**src/rtl/regfile_wb_arbiter.sv**
```systemverilog
// Round-robin write-back arbiter and r1..rN zero-fill sequencer for the register file's single write port.
// One-cycle write latency through registered rf_* outputs; req_ready stays low while a clear is starting or running.
module regfile_wb_arbiter #(
  parameter int NUM_REQ = 3,
  parameter int DATA_W  = 32,
  parameter int ADDR_W  = 5
) (
  input  logic                      clk,
  input  logic                      reset,
  input  logic [NUM_REQ-1:0]        req_valid,
  output logic [NUM_REQ-1:0]        req_ready,
  input  logic [NUM_REQ*ADDR_W-1:0] req_addr,
  input  logic [NUM_REQ*DATA_W-1:0] req_data,
  input  logic                      clear_start,
  output logic                      clear_busy,
  output logic                      clear_done,
  output logic                      rf_reg_write,
  output logic [ADDR_W-1:0]         rf_rd_addr,
  output logic [DATA_W-1:0]         rf_write_data
);

  localparam int PTR_W = $clog2(NUM_REQ);
  localparam logic [ADDR_W-1:0] LAST_ADDR = '1;

  typedef enum logic {IDLE, CLEAR} state_e;

  state_e              state_q, state_d;
  logic [PTR_W-1:0]    ptr_q, ptr_d;
  logic [ADDR_W-1:0]   cnt_q, cnt_d;
  logic                rf_reg_write_q, rf_reg_write_d;
  logic [ADDR_W-1:0]   rf_rd_addr_q, rf_rd_addr_d;
  logic [DATA_W-1:0]   rf_write_data_q, rf_write_data_d;
  logic                clear_done_q, clear_done_d;

  logic                grant_vld;
  logic [PTR_W-1:0]    grant_idx;

  // First valid requester at or after ptr, wrapping modulo NUM_REQ.
  always_comb begin
    grant_vld = 1'b0;
    grant_idx = '0;
    for (int k = 0; k < NUM_REQ; k++) begin
      int idx;
      idx = int'(ptr_q) + k;
      if (idx >= NUM_REQ) idx = idx - NUM_REQ;
      if (!grant_vld && req_valid[idx]) begin
        grant_vld = 1'b1;
        grant_idx = PTR_W'(idx);
      end
    end
  end

  always_ff @(posedge clk) begin
    if (reset) begin
      state_q         <= IDLE;
      ptr_q           <= '0;
      cnt_q           <= '0;
      rf_reg_write_q  <= 1'b0;
      rf_rd_addr_q    <= '0;
      rf_write_data_q <= '0;
      clear_done_q    <= 1'b0;
    end else begin
      state_q         <= state_d;
      ptr_q           <= ptr_d;
      cnt_q           <= cnt_d;
      rf_reg_write_q  <= rf_reg_write_d;
      rf_rd_addr_q    <= rf_rd_addr_d;
      rf_write_data_q <= rf_write_data_d;
      clear_done_q    <= clear_done_d;
    end
  end

  always_comb begin
    state_d         = state_q;
    ptr_d           = ptr_q;
    cnt_d           = cnt_q;
    rf_reg_write_d  = 1'b0;
    rf_rd_addr_d    = rf_rd_addr_q;
    rf_write_data_d = rf_write_data_q;
    clear_done_d    = 1'b0;
    case (state_q)
      IDLE: begin
        if (clear_start) begin
          state_d         = CLEAR;
          rf_reg_write_d  = 1'b1;
          rf_rd_addr_d    = ADDR_W'(1);
          rf_write_data_d = '0;
          cnt_d           = ADDR_W'(2);
        end else if (grant_vld) begin
          ptr_d           = (grant_idx == PTR_W'(NUM_REQ - 1)) ? '0 : grant_idx + PTR_W'(1);
          rf_rd_addr_d    = req_addr[grant_idx*ADDR_W +: ADDR_W];
          rf_write_data_d = req_data[grant_idx*DATA_W +: DATA_W];
          // r0 is hardwired zero: the grant is consumed but the write is dropped.
          rf_reg_write_d  = (rf_rd_addr_d != '0);
        end
      end
      CLEAR: begin
        if (rf_rd_addr_q == LAST_ADDR) begin
          state_d      = IDLE;
          clear_done_d = 1'b1;
        end else begin
          rf_reg_write_d  = 1'b1;
          rf_rd_addr_d    = cnt_q;
          rf_write_data_d = '0;
          cnt_d           = cnt_q + ADDR_W'(1);
        end
      end
      default: state_d = IDLE;
    endcase
  end

  always_comb begin
    req_ready = '0;
    if (!reset && state_q == IDLE && !clear_start && grant_vld) req_ready[grant_idx] = 1'b1;
    clear_busy    = (state_q == CLEAR);
    clear_done    = clear_done_q;
    rf_reg_write  = rf_reg_write_q;
    rf_rd_addr    = rf_rd_addr_q;
    rf_write_data = rf_write_data_q;
  end

endmodule

```
**config.mk**
```make
export PLATFORM = sky130hd
export DESIGN_NAME = regfile_wb_arbiter
export DESIGN_NICKNAME = d
export VERILOG_FILES = /design/src/rtl/regfile_wb_arbiter.sv
export SDC_FILE = /design/constraint.sdc
export NUM_CORES = 1
export LEC_CHECK = 0
export BUFFER_PORTS_ARGS = -buffer_cell sky130_fd_sc_hd__buf_2
export CAP_MARGIN = 20
export CORE_UTILIZATION = 40
export DETAILED_ROUTE_END_ITERATION = 10
export GPL_ROUTABILITY_DRIVEN = 1
export PLACE_DENSITY = 0.77
export SETUP_SLACK_MARGIN = 0.02
export SYNTH_ARGS = -nofsm -noshare
export SYNTH_HDL_FRONTEND = slang
export SYNTH_SLANG_ARGS = --single-unit
```
**constraint.sdc**
```tcl
create_clock -name clk -period 2.6 [get_ports clk]
set_clock_uncertainty 0.2 [all_clocks]
set_input_delay 0.26 -clock clk [delete_from_list [all_inputs] [get_ports clk]]
set_output_delay 0.26 -clock clk [all_outputs]
set_load 0.05 [all_outputs]
```
### Word-level counts from Yosys, hierarchy flattened

Index checks and enable logic that the tools add are counted.

| storage, ports and cells | value |
|---|---|
| register bits | 47 |
| input bits | 117 |
| logic and storage cells | 87 |

| operators by class | value |
|---|---|
| add/subtract/negate cells | 7 |
| multipliers | 1 |
| magnitude comparators | 8 |
| equal/unequal tests | 5 |
| shift-type cells | 2 |
| multiplexer cells | 40 |
| bitwise operators | 2 |
| reductions and logical operators | 15 |

Operators with widths:

| cell | number |
|---|---|
| $mux W32 | 6 |
| $lt A32 B4 Y1 const B | 3 |
| $shiftx A96 B8 Y32 | 1 |
| $pmux W32 S2 | 1 |
| $mux W5 | 5 |
| $pmux W5 S2 | 2 |
| $mux W1 | 15 |
| $shiftx A15 B6 Y5 | 1 |
| $mux W2 | 4 |
| $sub A3 B2 Y4 const B | 2 |
| $bmux W1 S2 | 3 |
| $ge A3 B2 Y1 const B | 2 |
| $logic_and A1 B1 Y1 | 6 |
| $add A5 B1 Y5 const B | 1 |
| $eq A5 B5 Y1 const B | 1 |
| $mul A2 B3 Y5 const B | 1 |
| $reduce_bool A5 Y1 | 1 |
| $logic_not A1 Y1 | 4 |
| $ne A2 B2 Y1 const B | 2 |
| $pmux W1 S2 | 2 |
| $reduce_and A2 Y1 | 2 |
| $add A2 B1 Y3 const B | 1 |
| $add A2 B2 Y3 const B | 1 |
| $lt A2 B3 Y1 const B | 1 |
| other kinds (11) | 12 |

### Depth between registers and ports, before layout

Gate-level depths: netlist (run 1).

| logic depth | value |
|---|---|
| depth in word-level cells | 18 |
| gate-level depth with buffers | 12 |

### Worst setup path after synthesis (run 1)

No wires, ideal clock.

| timing path | value |
|---|---|
| kind | flip-flop to output port |
| from | register ptr_q[0] |
| to | output req_ready[1] |
| arrival time | 3.037 ns |
| required time | 2.140 ns |
| path slack | -0.897 ns |
| cell stages (with the launch flop) | 12 |
| buffers on the path | 3 |
| cells stage by stage | dfxtp_1 -> inv_1 -> ha_1 -> buf_4 -> mux2i_2 -> o22a_1 -> nand3_1 -> nand2_1 -> or2_0 -> buf_2 -> buf_2 -> nor3_1 |

| between the ends | value |
|---|---|
| longest elaborated chain between the ends | 17 |

RTL lines:

| element | line | RTL |
|---|---|---|
| from (decl) | 28 | `logic [PTR_W-1:0] ptr_q, ptr_d;` |
| from (signal assigned) | 64 | `ptr_q <= ptr_d;` |
| parallel branches: the longest is 16 deep, another holds $sub A3 B2 Y4 | n/a |  |
| $mux W3 (*) | 114 | `if (!reset && state_q == IDLE && !clear_start && grant_vld) req_ready[grant_idx] = 1'b1;` |
| to (decl) | 11 | `output logic [NUM_REQ-1:0] req_ready,` |

Mark *: on every way between the ends. The select of a mux whose other input is x is not followed.

### Worst setup path in the final report (run 1)

| timing path | value |
|---|---|
| from | register ptr_q[1] |
| to | output req_ready[1] |

The elaborated chain is that of the path after synthesis.

==> results by group, run 1 <==
Status
  • Status: complete, but fails checks
  • Failing checks: setup timing

Clocking
  • CTS max path bufs: 2
  • Root Driver: clkbuf_8
  • CTS sink count: 47
  • Htree depth: 2
  • CTS Buf Count: 5
  • Clk_lat worst skew: 290 ps
  • Clk pin slew, worst setup/hold paths: 90 ps
  • TritonCTS clock tree: yes

Synthesis
  • Register bit total from synthesis: 47
  • Register area share after synthesis: 33.33%
  • Syn_nets: 487
  • Syn Inst Count: 365
  • Primary FF master, synth: dfxtp_1
  • EDFF count, synth: 0
  • Ys Warns: 0
  • Share of flip-flops with an asynchronous set or reset: 0%
  • Cell Area, Synth: 2823 µm²
  • Netlist cell types: 51
  • Syn_area_per_cell: 7.733 µm²

GRT
  • Total grt overflow: 0
  • Total track usage: 25.64%
  • First-pass GRT wire length: 15,210 µm
  • Initial antenna violation count: 1
  • Largest net degree at the start of global routing: 33
  • Vias in the first global route: 3,253

Hold path
  • Worst Hold Depth: 2
  • Critical hold path startpoint: req_data[0]
  • Hold EP: rf_write_data[0]$_SDFFE_PP0P_
  • Class of the worst hold path: in -> reg

Final layout
  • Commonest non-fill, non-tap cell in the layout: buf_2
  • Share of cells above drive strength 1: 51.48%
  • Fin nets: 697
  • Most frequent cells in the layout: buf_2, nand2_1, dfxtp_1
  • Synthesis-to-finish area growth: 68.26%
  • Core Util, Final: 69.91%

STA
  • Minimum clock period: 2778 ps
  • Max Slew Vio Count: 0
  • Max-slew headroom at the worst pin: 70.77%
  • Crit share post-route: 106.9%
  • Fmax: 0.3599 GHz
  • RSZ-0062 raised after global routing: yes
  • Final WS setup: -178.4 ps
  • Final setup viols: 28
  • Setup TNS Final: -1368 ps
  • Worst Max-Slew Pin Slew: 438.5 ps
  • Final Hold Vio Count: 0

Critical path
  • R2r setup slk: -150 ps
  • CP Capture Type: output port
  • CP max FO: 4
  • Worst path arrival time: 2320 ps
  • FF-to-FF path depth: 12
  • Nature of the critical path startpoint: flip-flop
  • WS Path Type: reg -> out
  • Worst Path Required: 2140 ps
  • R2r startpoint: ptr_q[1]$_SDFFE_PP0P_
  • Reg2reg end: rf_reg_write$_SDFF_PP0_

Route
  • Wirelength per Cell: 15.98 µm
  • DRT Pass-1 Iters: 5
  • Iteration-0 DRC Markers: 136
  • Via count: 3,687
  • Routed Antenna Nets: 0
  • Via-to-Cell Ratio: 5.487
  • Residual DRC count: 0
  • Total Wirelength: 10,740 µm

Floorplan
  • Row count: 30
  • Die outline width: 86.01 µm
  • Die area: 7397 µm²
  • Initial core utilization: 41.55%
  • Die height: 86.01 µm
  • Top-Level Pins: 160
  • Core Area: 6794 µm²

Power
  • Worst VDD drop: 0.3865 mV
  • Leak Pwr: 0.002224 µW
  • Power density over the cells: 669.7 nW/µm²

Flow run
  • Max Cap Violations: 0

Place
  • IO Port Bufs: 159
  • GPL Wtd Cong: 0.8322
  • Detailed Place HPWL: 6863 µm
## layer usage
layer,routed length [µm],up-vias,track usage (%)
li1,-,1748,-
met1,4174,1729,30.89
met2,5603,181,44.88
met3,641,29,4.042
met4,319,0,11.36
met5,0,-,0
## repair_timing
item,in CTS,in global routing
setup buffers,13,11
endpoints found under the hold margin,9,1
gates resized for setup,28,58
hold buffers,9,1
cloned,0,7
endpoints found under the setup margin,40,43
pin swaps,19,29
## final cells by class
class | count | area [µm²]
Antenna cell | 1 | 2.502
Clock buffer | 5 | 68.82
Clock inverter | 2 | 13.76
Fill cell | 543 | 2044
Inverter | 4 | 15.01
Multi-Input combinational cell | 284 | 1977
Sequential cell | 47 | 945.9
Tap cell | 96 | 120.1
Timing Repair Buffer | 233 | 1607
## worst max-delay path by stage
stage | startpoint | to | slack [ps] | depth (start not counted)
final | ptr_q[1]$_SDFFE_PP0P_ | req_ready[1] | -180 | 9
after global routing | ptr_q[0]$_SDFFE_PP0P_ | req_ready[1] | -250 | 10
after CTS | ptr_q[0]$_SDFFE_PP0P_ | req_ready[1] | -130 | 10
after detailed placement | ptr_q[1]$_SDFFE_PP0P_ | rf_reg_write$_SDFF_PP0_ | -80 | 10
after global placement | ptr_q[1]$_SDFFE_PP0P_ | rf_reg_write$_SDFF_PP0_ | 20 | 10
after floorplan | ptr_q[0]$_SDFFE_PP0P_ | req_ready[1] | -110 | 11
## critical path, stage by stage (launching register included)
cell and delay, ps:
dfxtp_4 370, ha_4 270, buf_4 150, nand2b_1 130, a21bo_2 220, o211ai_1 270
nand2_2 120, buf_4 160, nor3_4 160, buf_6 180
## synth_stat cells, types with 2 or more instances
master | n | area (µm²)
clkbuf_1 | 13 | 48.80
nand2b_1 | 7 | 43.79
nand2_1 | 67 | 251.5
mux2i_1 | 4 | 40.04
dfxtp_1 | 47 | 940.9
and3_1 | 2 | 12.51
buf_2 | 10 | 50.05
or2_2 | 3 | 18.77
a22o_1 | 22 | 192.7
ha_1 | 5 | 62.56
a21bo_2 | 2 | 20.02
a311oi_1 | 4 | 35.03
nor2_1 | 39 | 146.4
a211oi_1 | 3 | 22.52
a22oi_1 | 2 | 15.01
a21oi_1 | 27 | 135.1
nand3_1 | 18 | 90.09
nor3_1 | 3 | 15.01
o21ai_0 | 6 | 30.03
buf_4 | 4 | 30.03
nand3b_1 | 3 | 22.52
o21a_1 | 2 | 15.01
a211o_1 | 2 | 17.52
buf_6 | 3 | 33.78
a31oi_1 | 22 | 137.6
o22ai_1 | 2 | 12.51
inv_1 | 4 | 15.01
a221o_1 | 12 | 120.1
and2_1 | 4 | 25.02
o2111ai_1 | 2 | 17.52
## kinds of logic after synthesis
| kind of cell | Yosys count | share of synthesized area (%) |
|---|---|---|
| compound gates | 119 | 31.47 |
| fa+ha+maj | 5 | 2.216 |
| buf+inv | 34 | 6.294 |
| flops | 47 | 33.33 |
| mux | 6 | 2.438 |
| simple gates | 154 | 24.25 |
## per-stage QoR
step                hold WS, ps  setup slack, ps  power, µW  area (µm²)  cells
finish                    7.321           -178.4       3181        4750    672
global route            -0.7322           -250.3       3352        4750    672
CTS                       1.788           -130.0       2812        4290    653
floorplan                 199.0           -111.9       1818        2882    365
detailed placement        258.4           -82.96       2255        3930    624
global placement          254.6            15.99       2226        3930    624
## state kept, by name, indices dropped and copies added, names as in the netlist
| name | count |
|---|---|
| ptr_q | 2 |
| rf_write_data | 32 |
| clear_busy | 1 |
| rf_reg_write | 1 |
| cnt_q | 5 |
| rf_rd_addr | 5 |
| clear_done | 1 |
## where the power goes
group | total (µW) | switching, µW | internal [µW]
sequential | 842 | 46.7 | 795
combinational | 1900 | 1030 | 871
clock | 436 | 251 | 185
total | 3180 | 1330 | 1850
Note: power is estimated with default switching activity, not from simulation.
==> inputs of run 2 (changes only) <==
--- a/config.mk
+++ b/config.mk
@@ -7,10 +7,10 @@
 export LEC_CHECK = 0
 export BUFFER_PORTS_ARGS = -buffer_cell sky130_fd_sc_hd__buf_2
 export CAP_MARGIN = 20
-export CORE_UTILIZATION = 40
+export CORE_UTILIZATION = 48
 export DETAILED_ROUTE_END_ITERATION = 10
 export GPL_ROUTABILITY_DRIVEN = 1
-export PLACE_DENSITY = 0.77
+export PLACE_DENSITY = 0.86
 export SETUP_SLACK_MARGIN = 0.02
 export SYNTH_ARGS = -nofsm -noshare
 export SYNTH_HDL_FRONTEND = slang
==> constraint.sdc (replaced) <==
create_clock -name clk -period 3.6 [get_ports clk]
set_clock_uncertainty 0.2 [all_clocks]
set_input_delay 0.36 -clock clk [delete_from_list [all_inputs] [get_ports clk]]
set_output_delay 0.36 -clock clk [all_outputs]
set_load 0.05 [all_outputs]
==> run 2 against run 1 <==
The run now ends clean. Sequential cell count stayed put. Worst hold slack better by 64 ps. Clock power is 7.3% lower. Die area shrank 16%. Core utilization is 2.2 points lower. Power is 40% lower. First-iteration DRC count up 38%. Critical path type unchanged. Critical endpoint unchanged. Largest cell class unchanged.
==> results by group, run 2 (same netlist as run 1, synthesis figures left out) <==
Clocking
  • Post-CTS Setup Inserts: 0 (-13)
  • TritonCTS clock tree: yes
  • Htree depth: 2 (unchanged)
  • CTS Buf Count: 5 (unchanged)
  • CTS max path bufs: 2 (unchanged)
  • CTS sink count: 47 (unchanged)
  • Clk_lat worst skew: 310 ps (+20 ps)
  • Root Driver: clkbuf_8
  • Clk pin slew, worst setup/hold paths: 100 ps (about the same)
  • Hold buffers post-CTS: 0 (-9)

Place
  • DP Worst Slack: 224.3 ps (+307.2 ps)
  • Detailed Place HPWL: 6891 µm (+0.41%)
  • Area after DPL: 3630 µm² (-7.6%)
  • GPL Wtd Cong: 0.9222 (+11%)
  • IO Port Bufs: 159 (unchanged)

Route
  • Via-to-Cell Ratio: 5.901 (+7.5%)
  • Total Wirelength: 9192 µm (-14%)
  • Via count: 3,446 (-6.5%)
  • Residual DRC count: 0 (unchanged)
  • Iteration-0 DRC Markers: 188 (+38%)
  • DRT Pass-1 Iters: 7 (+2)
  • Wirelength per Cell: 15.74 µm (-1.5%)
  • Routed Antenna Nets: 0 (unchanged)

Power
  • Power density over the cells: 509.1 nW/µm² (-24%)
  • Comb pwr share: 47.4% (-12 points)
  • Power share of the clock group: 21.0% (+7.3 points)
  • Pint: 1098 µW (-41%)
  • Reg power frac: 31.7% (+5.2 points)
  • Leak Pwr: 0.001822 µW (-18%)
  • Pwr Total: 1922 µW (-40%)
  • Net Sw Power: 824.1 µW (-38%)
  • Sw Ratio: 42.87% (+1.1 points)
  • Worst VDD drop: 0.3086 mV (-20%)

STA
  • RSZ-0062 raised after global routing: no
  • Final setup viols: 0 (-100%)
  • Max-slew headroom at the worst pin: 55.81% (-15 points)
  • Final WS setup: 236.2 ps (+414.6 ps)
  • Setup TNS Final: 0 ps (+1368 ps)
  • Worst Max-Slew Pin Slew: 656.0 ps (+217.5 ps)
  • Max Slew Vio Count: 0 (unchanged)
  • Fmax: 0.2973 GHz
  • Crit share post-route: 93.44%
  • Final Hold Vio Count: 0 (unchanged)
  • Minimum clock period: 3364 ps

Final layout
  • Share of cells above drive strength 1: 38.28% (-13 points)
  • Max FFs per register: 32 (unchanged)
  • Commonest non-fill, non-tap cell in the layout: buf_2
  • Most frequent cells in the layout: buf_2, nand2_1, dfxtp_1
  • Fin nets: 633 (-9.2%)
  • Core Util, Final: 67.74% (-2.2 points)
  • Finished layout cell area: 3776 µm² (-20%)
  • # diodes: 0 (-1)
  • Synthesis-to-finish area growth: 33.78%

Critical path
  • FF-to-FF path depth: 9 (-3)
  • Reg2reg end: rf_write_data[31]$_SDFFE_PP0P_
  • CP max FO: 10 (+6)
  • Largest stage delay, worst path: 390 ps (+20 ps)
  • CP max stage cell: dfxtp_1
  • R2r startpoint: ptr_q[0]$_SDFFE_PP0P_
  • Nature of the critical path startpoint: flip-flop
  • Worst path arrival time: 2800 ps (+480 ps)
  • Cells along the critical path: inv_1 > ha_2 > mux2i_4 > o22a_1 > nand3_1 > nand2_1 > or2_1 > buf_4 > nor3_2 > clkbuf_4
  • Worst Path Required: 3040 ps (+900 ps)
  • CP Capture Type: output port
  • WS Path Type: reg -> out
  • R2r setup slk: 450 ps (+600 ps)
  • CP delay by family, top: simple AND/OR/NAND/NOR gates
  • Bufs and invs on worst path: 3 (unchanged)

Hold path
  • Class of the worst hold path: in -> reg
  • Critical hold path startpoint: req_data[29]
  • Hold EP: rf_write_data[29]$_SDFFE_PP0P_
  • Worst Hold Depth: 2 (unchanged)

Floorplan
  • Core Area: 5574 µm² (-18%)
  • Row count: 27 (-10%)
  • Die height: 78.69 µm (-8.5%)
  • Die outline width: 78.69 µm (-8.5%)
  • Initial core utilization: 50.64% (+9.1 points)
  • Die area: 6191 µm² (-16%)
  • Top-Level Pins: 160 (unchanged)

GRT
  • Vias in the first global route: 3,032 (-6.8%)
  • Total track usage: 28.41% (+2.8 points)
  • Largest net degree at the start of global routing: 36 (+9.1%)
  • Initial antenna violation count: 0 (-1)
  • First-pass GRT wire length: 13,880 µm (-8.8%)
  • Total grt overflow: 0 (unchanged)

Flow run
  • Max Cap Violations: 0 (unchanged)

Status
  • Status: completed
-- run 2: changes by cell type in the layout (fill, tap and decap cells not counted), moves of 6 or more --
cell | before | now
buf_6 | 16 | 0
nor2_1 | 21 | 38
nor2_2 | 9 | 1
buf_4 | 40 | 10
nor2_4 | 9 | 0
buf_12 | 6 | 0
dlygate4sd3_1 | 10 | 0
-- run 2: final cells by class --
class	instances	area (µm²)
Fill cell	464	1798
Multi-Input combinational cell	284	1742
Sequential cell	47	940.9
Timing Repair Buffer	169	873.3
Tap cell	72	90.09
Clock buffer	5	68.82
Clock inverter	3	46.29
Inverter	4	15.01
-- run 2: power groups by stage --
stage	clock, µW	combinational [µW]	sequential [µW]
6_report	404	910	608
5_1_grt	438	983	616
4_1_cts	410	883	607
3_5_place_dp	0	878	619
3_3_place_gp	0	858	618
2_1_floorplan	0	511	782
-- run 2: repair_timing --
item / CTS / global route
resized for setup: 0 / 8
endpoints found under the setup margin: 0 / 18
endpoints found under the hold margin: 0 / 0
-- run 2: stage by stage --
| stage | std cells | hold WS, ps |
|---|---|---|
| 2_1_floorplan | 365 | 249.2 |
| 3_5_place_dp | 576 | 258.1 |
| 6_report | 584 | 71.13 |
| 5_1_grt | 584 | 74.69 |
| 4_1_cts | 584 | 69.21 |
| 3_3_place_gp | 576 | 257.4 |
-- run 2: how the worst max path moves through the flow --
stage	from	end	slack (ps)	cells past startpoint
3_3_place_gp	ptr_q[0]$_SDFFE_PP0P_	rf_write_data[31]$_SDFFE_PP0P_	350	9
4_1_cts	ptr_q[0]$_SDFFE_PP0P_	req_ready[2]	70	8
2_1_floorplan	ptr_q[0]$_SDFFE_PP0P_	req_ready[2]	420	11
3_5_place_dp	ptr_q[0]$_SDFFE_PP0P_	rf_write_data[31]$_SDFFE_PP0P_	220	9
6_report	ptr_q[0]$_SDFFE_PP0P_	req_ready[1]	240	10
5_1_grt	ptr_q[0]$_SDFFE_PP0P_	req_ready[1]	30	10
-- run 2: layer usage --
| layer | global-route usage, % | wire length, µm | up-vias |
|---|---|---|---|
| met5 | 0 | 0 | - |
| met4 | 12.41 | 283 | 0 |
| met3 | 6.163 | 746 | 28 |
| met2 | 48.09 | 4529 | 184 |
| met1 | 34.33 | 3632 | 1611 |
| li1 | - | - | 1623 |
==> inputs of run 3 (changes only) <==
--- a/config.mk
+++ b/config.mk
@@ -10,7 +10,7 @@
 export CORE_UTILIZATION = 48
 export DETAILED_ROUTE_END_ITERATION = 10
 export GPL_ROUTABILITY_DRIVEN = 1
-export PLACE_DENSITY = 0.86
+export PLACE_DENSITY_LB_ADDON = 0.25
 export SETUP_SLACK_MARGIN = 0.02
 export SYNTH_ARGS = -nofsm -noshare
 export SYNTH_HDL_FRONTEND = slang
==> run 3 against run 2 <==
Via count fell by 2.3%. Non-clock buffer count rose by 1. Global-route usage fell by 0.67 points. Routed wire length fell by 3.2%. Register-to-register slack improved by 90 ps. Largest cell class unchanged. Largest power group unchanged.
==> results by group, run 3 (same netlist as run 1, synthesis figures left out) <==
STA
  • RSZ-0062 raised after global routing: no
  • Worst Max-Slew Pin Slew: 632.3 ps (-23.67 ps)
  • Final WS setup: 148.0 ps (-88.26 ps)
  • Fmax: 0.2897 GHz (-2.6%)
  • Max-slew headroom at the worst pin: 57.40% (+1.6 points)
  • Crit share post-route: 95.89% (+2.5 points)
  • Final Hold Vio Count: 0 (unchanged)
  • Hold slack: 81.04 ps (+9.913 ps)
  • Minimum clock period: 3452 ps (+88.26 ps)
  • Max Slew Vio Count: 0 (unchanged)
  • Setup TNS Final: 0 ps (unchanged)
  • Final setup viols: 0 (unchanged)

Critical path
  • CP Capture Type: output port
  • CP max stage cell: dfxtp_1
  • Worst Path Required: 3040 ps (about the same)
  • Cells along the critical path: inv_1 > ha_2 > mux2i_1 > mux2_4 > nand3_1 > nand2_1 > or2_1 > buf_4 > nor3_2 > buf_4
  • Nature of the critical path startpoint: flip-flop
  • FF-to-FF path depth: 10 (+1)
  • WS Path Type: reg -> out
  • Worst path arrival time: 2890 ps (+90 ps)
  • Largest stage delay, worst path: 430 ps (+40 ps)
  • Most numerous cell on the critical path: buf_4
  • CP max FO: 13 (+3)

Power
  • Net Sw Power: 806.9 µW (-2.1%)
  • Power density over the cells: 506.4 nW/µm² (-0.53%)
  • Sw Ratio: 42.36% (-0.50 points)
  • Reg power frac: 32.0% (+0.3 points)
  • Leak Pwr: 0.001827 µW (+0.29%)
  • Comb pwr share: 47.2% (-0.2 points)
  • Pint: 1098 µW (about the same)
  • Worst VDD drop: 0.3058 mV (-0.89%)
  • Power share of the clock group: 20.8% (-0.2 points)

Route
  • Via-to-Cell Ratio: 5.754 (-2.5%)
  • Via count: 3,366 (-2.3%)
  • Residual DRC count: 0 (unchanged)
  • Iteration-0 DRC Markers: 162 (-14%)
  • DRT Pass-1 Iters: 5 (-2)
  • Routed Antenna Nets: 0 (unchanged)
  • Total Wirelength: 8900 µm (-3.2%)
  • Wirelength per Cell: 15.21 µm (-3.3%)

Clocking
  • Post-CTS Setup Inserts: 0 (unchanged)
  • TritonCTS clock tree: yes
  • Clk_lat worst skew: 300 ps (about the same)
  • Htree depth: 2 (unchanged)
  • CTS Buf Count: 5 (unchanged)
  • CTS sink count: 47 (unchanged)
  • Clk pin slew, worst setup/hold paths: 100 ps (about the same)
  • Root Driver: clkbuf_8
  • CTS max path bufs: 2 (unchanged)

Floorplan
  • Core Area: 5574 µm² (unchanged)
  • Top-Level Pins: 160 (unchanged)
  • Row count: 27 (unchanged)
  • Die area: 6191 µm² (unchanged)
  • Die outline width: 78.69 µm (unchanged)
  • Die height: 78.69 µm (unchanged)
  • Initial core utilization: 50.64% (unchanged)

GRT
  • First-pass GRT wire length: 13,580 µm (-2.1%)
  • Initial antenna violation count: 0 (unchanged)
  • Largest net degree at the start of global routing: 33 (-8.3%)
  • Total grt overflow: 0 (unchanged)
  • Vias in the first global route: 2,803 (-7.6%)
  • Total track usage: 27.74% (-0.67 points)

Final layout
  • # diodes: 0 (unchanged)
  • Max FFs per register: 32 (unchanged)
  • Fin nets: 634 (+0.16%)
  • Commonest non-fill, non-tap cell in the layout: buf_2
  • Core Util, Final: 67.47% (-0.27 points)
  • Most frequent cells in the layout: buf_2, nand2_1, dfxtp_1
  • Non-Filler Instances: 585 (+0.17%)
  • Synthesis-to-finish area growth: 33.24%
  • Share of cells above drive strength 1: 38.21% (-0.075 points)

Flow run
  • Max Cap Violations: 0 (unchanged)

Place
  • GPL Wtd Cong: 0.9015 (-2.2%)
  • DP Worst Slack: 262.4 ps (+38.10 ps)
  • IO Port Bufs: 159 (unchanged)
  • Placed cell count: 577 (+0.17%)
  • Detailed Place HPWL: 6842 µm (-0.71%)

Hold path
  • Class of the worst hold path: in -> reg
  • Worst Hold Depth: 2 (unchanged)

Status
  • Status: completed
==> run 3: cell types whose count changed in the layout (fill, tap and decap cells not counted), sizes merged <==
cell      previous run  this run
clkinv               0         2
inv                  5         4
clkinvlp             1         0
clkbuf               6         5
buf                168       170
==> run 3: per-stage QoR <==
stage                     instance area, µm²  power (µW)
after detailed placement                3637        1509
after global placement                  3637        1494
final                                   3761        1905
after floorplan                         2828        1293
after global routing                    3761        2013
after CTS                               3755        1902
==> run 3: path summary, 6_finish.rpt <==
kind                                                      from                             end  slack, ps
worst max-delay path                     ptr_q[1]$_SDFFE_PP0P_                    req_ready[1]        150
worst min-delay path                               req_data[1]   rf_write_data[1]$_SDFFE_PP0P_         80
worst max register to register           ptr_q[0]$_SDFFE_PP0P_   rf_write_data[6]$_SDFFE_PP0P_        540
worst min register to register  rf_write_data[31]$_SDFFE_PP0P_  rf_write_data[31]$_SDFFE_PP0P_        280
==> run 3: power groups by stage <==
stage | clock [µW] | sequential [µW] | combinational, µW
finish | 396 | 610 | 899
global route | 423 | 616 | 973
CTS | 401 | 609 | 892
detailed placement | 0 | 621 | 888
global placement | 0 | 619 | 875
floorplan | 0 | 782 | 511
==> run 3: what timing repair did <==
item / 4_1_cts / 5_1_grt
pin swaps: 0 / 0
resized for setup: 2 / 5
endpoints found under the hold margin: 0 / 0
endpoints found under the setup margin: 1 / 3
hold buffers: 0 / 0
==> run 3: per-layer routing <==
layer / track usage [%] / wire [µm] / share of wire [%]
met1: 36.09 / 3760 / 42
met4: 9.630 / 202 / 2.3
met2: 45.30 / 4242 / 48
met3: 5.581 / 694 / 7.8
met5: 0 / 0 / 0
==> run 3: cell type report <==
class	count	area, µm²
inverters	4	15.01
multi-input cells	284	1719
fillers	502	1813
well taps	72	90.09
repair buffers	170	883.3
flip-flops and latches	47	940.9
clock inverters	3	43.79
clock buffers	5	68.82
==> run 3: worst max-delay path: cells and delay by family (launching register included) <==
kind / cells / cell delay [ps]
AND/OR/NAND/NOR: 4 / 850
buffers and inverters: 3 / 540
multiplexers: 2 / 500
flip-flops: 1 / 430
adder cells (fa/ha/maj): 1 / 270
